**config.mk**
```make
export PLATFORM = sky130hd
export DESIGN_NAME = vn_lut_loader
export DESIGN_NICKNAME = d
export VERILOG_FILES = /design/src/rtl/vn_lut_loader.sv
export SDC_FILE = /design/constraint.sdc
export NUM_CORES = 1
export LEC_CHECK = 0
export ABC_CLOCK_PERIOD_IN_PS = 2350
export CAP_MARGIN = 10
export CORE_MARGIN = 4
export CORE_UTILIZATION = 44
export CTS_CLUSTER_SIZE = 25
export DETAILED_ROUTE_END_ITERATION = 10
export DONT_BUFFER_PORTS = 1
export MAX_ROUTING_LAYER = met4
export SYNTH_ARGS = -nofsm -noshare
export SYNTH_HDL_FRONTEND = slang
export SYNTH_SLANG_ARGS = --single-unit
```
**constraint.sdc**
```tcl
create_clock -name write_clk -period 2.35 [get_ports write_clk]
set_input_delay 0.47 -clock write_clk [delete_from_list [all_inputs] [get_ports write_clk]]
set_output_delay 0.47 -clock write_clk [all_outputs]
set_load 0.01 [all_outputs]
```
**src/rtl/vn_lut_loader.sv**
```systemverilog
// vn_lut_loader: streams one full LUT image from the host into a selected bank.
// Ports:
//   write_clk, rst        clock, asynchronous active-high reset
//   load_start, load_bank request to load a bank (bank sampled on acceptance)
//   load_abort            cancel an in-progress load
//   host_data/valid/ready host stream handshake
//   lut_in, write_addr    registered write data/address to the LUT RAMs
//   we_bank               registered one-hot-or-zero per-bank write enable
//   busy, done            load in progress / single-cycle completion pulse
//   bank_valid            per-bank "fully loaded" flags
module vn_lut_loader #(
    parameter int DATA_W   = 4,
    parameter int ADDR_W   = 7,
    parameter int BANK_NUM = 8,
    localparam int BANK_W  = BANK_NUM > 1 ? $clog2(BANK_NUM) : 1
) (
    input  logic                write_clk,
    input  logic                rst,
    input  logic                load_start,
    input  logic [BANK_W-1:0]   load_bank,
    input  logic                load_abort,
    input  logic [DATA_W-1:0]   host_data,
    input  logic                host_valid,
    output logic                host_ready,
    output logic [DATA_W-1:0]   lut_in,
    output logic [ADDR_W-1:0]   write_addr,
    output logic [BANK_NUM-1:0] we_bank,
    output logic                busy,
    output logic                done,
    output logic [BANK_NUM-1:0] bank_valid
);
    typedef enum logic [1:0] {IDLE, LOAD, DONE} state_t;
    state_t              state_q;
    logic [BANK_W-1:0]   bank_q;
    logic [ADDR_W-1:0]   cnt_q;
    logic [DATA_W-1:0]   lut_q;
    logic [ADDR_W-1:0]   addr_q;
    logic [BANK_NUM-1:0] we_q;
    logic [BANK_NUM-1:0] valid_q;
    logic                xfer;
    assign host_ready = state_q == LOAD;
    // An abort cycle never moves data, even if the host offers it.
    assign xfer       = host_ready && host_valid && !load_abort;
    assign busy       = state_q != IDLE;
    assign done       = state_q == DONE;
    assign lut_in     = lut_q;
    assign write_addr = addr_q;
    assign we_bank    = we_q;
    assign bank_valid = valid_q;
    always_ff @(posedge write_clk or posedge rst) begin
        if (rst) begin
            state_q <= IDLE;
            bank_q  <= '0;
            cnt_q   <= '0;
            lut_q   <= '0;
            addr_q  <= '0;
            we_q    <= '0;
            valid_q <= '0;
        end else begin
            we_q <= '0;
            if (xfer) begin
                lut_q  <= host_data;
                addr_q <= cnt_q;
                we_q   <= BANK_NUM'(1) << bank_q;
                cnt_q  <= cnt_q + ADDR_W'(1);
            end
            case (state_q)
                IDLE: if (load_start) begin
                    bank_q             <= load_bank;
                    cnt_q              <= '0;
                    valid_q[load_bank] <= 1'b0;
                    state_q            <= LOAD;
                end
                LOAD: if (load_abort) state_q <= IDLE;
                      else if (xfer && cnt_q == '1) state_q <= DONE;
                // The final write is visible in DONE, so the bank is only
                // flagged valid once that write has landed.
                DONE: begin
                    valid_q[bank_q] <= 1'b1;
                    state_q         <= IDLE;
                end
                default: state_q <= IDLE;
            endcase
        end
    end
endmodule

```
## Yosys cells after proc, flatten, opt, wreduce, memory -nomap -nowiden

Index checks and enable logic that the tools add are counted.

| cells by class | value |
|---|---|
| bitwise gates (word level) | 3 |
| shifts and indexed selects | 1 |
| $add $sub $neg | 1 |
| muxes and demuxes | 14 |
| reduce and logical (&&, ||, !) cells | 12 |
| order comparisons | 4 |
| equality and inequality tests | 5 |

Operators with widths:

| cell | count |
|---|---|
| 7-bit two-way mux | 3 |
| 8-bit two-way mux | 2 |
| 8-bit one-hot mux with 2 select lines | 1 |
| 8-bit AND | 1 |
| 3-bit by 4-bit < comparator with 1-bit output (second input constant) | 2 |
| 8-bit NOT | 1 |
| 8-bit bitwise OR | 1 |
| 1-bit by 3-bit << shifter with 8-bit output (first input constant) | 1 |
| 7-bit by 1-bit adder with 7-bit output (second input constant) | 1 |
| 7-bit == test (second input constant) | 1 |
| 1-bit demux with 3-bit select | 2 |
| 3-bit by 1-bit >= comparator with 1-bit output (second input constant) | 2 |
| 2-bit two-way mux | 3 |
| 2-bit AND reduction | 3 |
| 1-bit logical AND | 5 |
| 2-bit one-hot mux with 2 select lines | 1 |
| 2-bit nonzero test | 2 |
| 3-bit by 2-bit != test with 1-bit output (second input constant) | 1 |
| 2-bit by 1-bit == test with 1-bit output (second input constant) | 1 |
| 2-bit == test (second input constant) | 1 |
| 2-bit logical NOT | 1 |
| 1-bit two-way mux | 2 |
| 2-bit != test (second input constant) | 1 |
| 1-bit logical NOT | 1 |

| word-level totals | value |
|---|---|
| logic and storage cells | 47 |
| flip-flop bits (word level) | 39 |
| input port bits | 12 |

## Depth between registers and ports, before layout

| logic depth | value |
|---|---|
| depth in word-level cells | 8 |
| depth in mapped cells | 5 |
| gate-level depth less buffers | 4 |

## Worst setup path before layout

OpenSTA, ideal clock, no wires.

| timing path | value |
|---|---|
| path type | input-to-reg |
| start | input load_abort |
| end | register cnt_q[5] |
| cell stages on the path | 3 |
| setup slack | 0.968 ns |
| setup time | 0.077 ns |
| arrival | 1.304 ns |
| cells stage by stage | nand4bb_1 -> or4_1 -> a21oi_1 |

| on the way | value |
|---|---|
| cells in the longest elaborated chain, start to end | 5 |

Ends and longest elaborated chain:

| element | line | RTL |
|---|---|---|
| from (decl) | 21 | `input logic load_abort,` |
| 1-bit logical NOT (*) | 43 | `assign xfer = host_ready && host_valid && !load_abort;` |
| 1-bit logical AND (*) | 43 |  |
| 7-bit two-way mux (*) | 61 | `if (xfer) begin` |
| 7-bit two-way mux | 68 | `IDLE: if (load_start) begin` |
| 7-bit two-way mux (*) | 67 | `case (state_q)` |
| to (signal assigned) | 65 | `cnt_q <= cnt_q + ADDR_W'(1);` |
| to (decl) | 35 | `logic [ADDR_W-1:0] cnt_q;` |

Every way passes the cells marked *; elsewhere a longest branch is shown, timed or not.
A chain may end at the register's enable or synchronous reset.

## Final worst setup path

| timing path | value |
|---|---|
| start | register state_q[1] |
| end | output done |

| on the way | value |
|---|---|
| cells in the longest elaborated chain, start to end | 1 |

Ends and longest elaborated chain:

| element | line | RTL |
|---|---|---|
| from (decl) | 33 | `state_t state_q;` |
| from (signal assigned) | 52 | `state_q <= IDLE;` |
| from (signal assigned) | 72 | `state_q <= LOAD;` |
| from (signal assigned) | 74 | `LOAD: if (load_abort) state_q <= IDLE;` |
| 2-bit == test | 45 | `assign done = state_q == DONE;` |
| to (decl) | 29 | `output logic done,` |

No other way between the ends.

==> out/summary.txt <==
synth warn - 0
power per cell area - 777 nW/µm²
Worst-path clk slew - 0.11 ns
Vias - 1156
post_cts resized - 0
Critical Path Start Type - flop
Die W - 68.3 µm
antenna cells - 0
starting density of the core - 0.468
first drt pass iteration count - 4
switching power - 0.399 mW
Synth top area share - 0.610
Net Sw Frac - 0.302
HP Class - input pin to async pin
Comb power frac - 0.116
max frequency - 568 MHz
Crit path buffers/inverters - 0
post-synth cell types - 28
internal power - 0.922 mW
Slew headroom - 0.648
status - finished clean
postcts setup bufs - 0
die height - 68.3 µm
clock sink count - 39
Hold Fails Final Rpt - 0
gr ovfl total - 0
RSZ-0062 raised after global routing - false
largest net degree at the start of global routing - 40
Clock power frac - 0.241
sequence of cells on the critical path - nor2b_1
Seq/Total Area, Yosys - 0.610
Max FO, Critical Path - 9
Final nets - 177
clock skew - 0.0101 ns
CTS buffer count - 5
arrival time worst endpoint - 1.29 ns
Core Footprint - 3420 µm²
crit end category - output port
min cycle time layout - 1.76 ns
Synth Cell Area - 1600 µm²
total wire length - 3270 µm
HPWL Detailed - 2360 µm
Slew Limit Fails - 0
ys async rst share - 1.00
CTS H-Tree Depth - 2
Post-synth EDFFs - 0
Vias/cell - 5.48
Remaining DRCs - 0
Layout area overhead - 6.42%
hold_buf cts - 0
period utilization - 0.749
register bit total from synthesis - 39
crit path kind - flop to output port
syn nets - 173
slowest stage delay, CP - 0.48 ns
cells after synthesis - 160
slew of the pin with the lowest slew margin - 0.527 ns
area leader, netlist - dfrtp_1
IO Port Bufs - 0
setup violators final - 0
Total Routing Usage GR - 0.168
utilization after layout - 0.498
synth top area cells - dfrtp_1, nand2_1, o21ai_1
most common cell in the synthesized netlist - nand2_1
DR WL/cell - 15.5 µm
row cnt - 21
max-cap violation count - 0
list of most frequent post-synthesis cells - nand2_1, dfrtp_1, o21ai_1
vias in the first global route - 1143
fraction of layout cells with a size suffix above 1 - 0.0545
Setup TNS - 0 ns
Lkg Pwr - 0.819 nW
Slowest cell on crit path - nor2b_1
top-level port count - 42
latest clock arrival within the worst-skew pair - 0.34 ns
initial antenna violation count - 0
Worst VDD drop - 0.444 mV
Iter 0 DRT Violations - 66
CP required - 1.88 ns
root buffer cell - clkbuf_4
Seq pwr share - 0.642
CTS max path bufs - 2
TritonCTS clock tree - yes
Antenna Nets Post-Route - 0
Mapped Avg Cell Area - 9.99 µm²
largest delay contributor family on the critical path - simple AND/OR/NAND/NOR gates
GP Congestion - 0.810
Main synth FF type - dfrtp_1
full die area - 4660 µm²
first-pass GRT wire length - 5510 µm
-- per-stage QoR --
stage	instances	hold WS [ns]	setup WS [ns]	cell area [µm²]	power, mW
floorplan	160	0.467	0.968	1600	0.969
global placement	203	0.502	0.825	1650	1.01
detailed placement	203	0.501	0.792	1650	1.02
CTS	211	0.136	0.572	1700	1.34
global route	211	0.168	0.513	1700	1.41
finish	211	0.130	0.589	1700	1.32
-- power by group through the flow --
| stage | sequential [mW] | clock (mW) | combinational, mW |
|---|---|---|---|
| 5_1_grt | 0.863 | 0.366 | 0.180 |
| 3_3_place_gp | 0.861 | 0 | 0.150 |
| 3_5_place_dp | 0.864 | 0 | 0.156 |
| 6_report | 0.849 | 0.319 | 0.154 |
| 2_1_floorplan | 0.834 | 0 | 0.135 |
| 4_1_cts | 0.851 | 0.335 | 0.158 |
-- metal layers --
layer / GRT usage / routed length (µm) / vias up
li1: - / - / 561
met3: 0.0608 / 246 / 7
met2: 0.236 / 1390 / 38
met1: 0.215 / 1560 / 550
met5: - / 0 / -
met4: 0.0819 / 61 / 0
-- cell families (layout without fill, tap and decap cells) --
family | after synthesis | in the layout | share of synthesized area
flops | 39 | 39 | 0.610
buf+inv | 11 | 16 | 0.0290
simple gates | 80 | 80 | 0.239
compound gates | 26 | 26 | 0.0963
mux | 2 | 2 | 0.0125
xor+xnor | 1 | 1 | 0.00548
fa+ha+maj | 1 | 1 | 0.00782
-- cells in the final DEF (no fill, tap or decap) --
cell,n
or2_1,1
xnor2_1,1
or4_1,1
and4bb_1,1
inv_1,5
mux2i_1,2
or3b_1,1
clkbuf_4,5
ha_1,1
nor3b_1,2
o22a_1,1
o31ai_1,5
nand4bb_1,2
nand2b_1,3
nand2_1,46
nor3_1,5
nor2_1,7
nor2b_1,3
clkinv_2,1
clkbuf_1,2
nor4_1,1
nand3_1,2
a31oi_1,6
or3_1,2
o21ai_1,8
buf_4,3
and3_1,1
nand4_1,2
a21oi_1,6
dfrtp_1,39
-- path summary, 6_finish.rpt --
kind	start	to	slack, ns	cells past startpoint
min in group write_clk	load_bank[2]	bank_valid[6]$_DFFE_PP0P_	0.21	1
worst min-delay path	rst	bank_valid[6]$_DFFE_PP0P_	0.13	2
worst max-delay path	state_q[1]$_DFFE_PP0P_	done	0.59	1
max in group asynchronous	rst	bank_valid[3]$_DFFE_PP0P_	1.89	2
worst max register to register	state_q[1]$_DFFE_PP0P_	we_bank[2]$_DFF_PP0_	0.77	4
worst min register to register	cnt_q[6]$_DFF_PP0_	cnt_q[6]$_DFF_PP0_	0.52	1
-- registers in the layout, summed over array words and instances, names as in the netlist --
signal and count:
write_addr 7, state_q 2, lut_in 4, bank_valid 8
bank_q 3, cnt_q 7, we_bank 8
-- cell type report --
| class | count | area, µm² |
|---|---|---|
| fill | 350 | 1710 |
| sequential | 39 | 976 |
| multi-input combinational | 110 | 577 |
| tap | 46 | 57.6 |
| clock buffer | 7 | 45.0 |
| timing repair buffer | 3 | 22.5 |
| inverter | 5 | 18.8 |
| clock inverter | 1 | 5.00 |
Power figures use the tool's default switching activity.
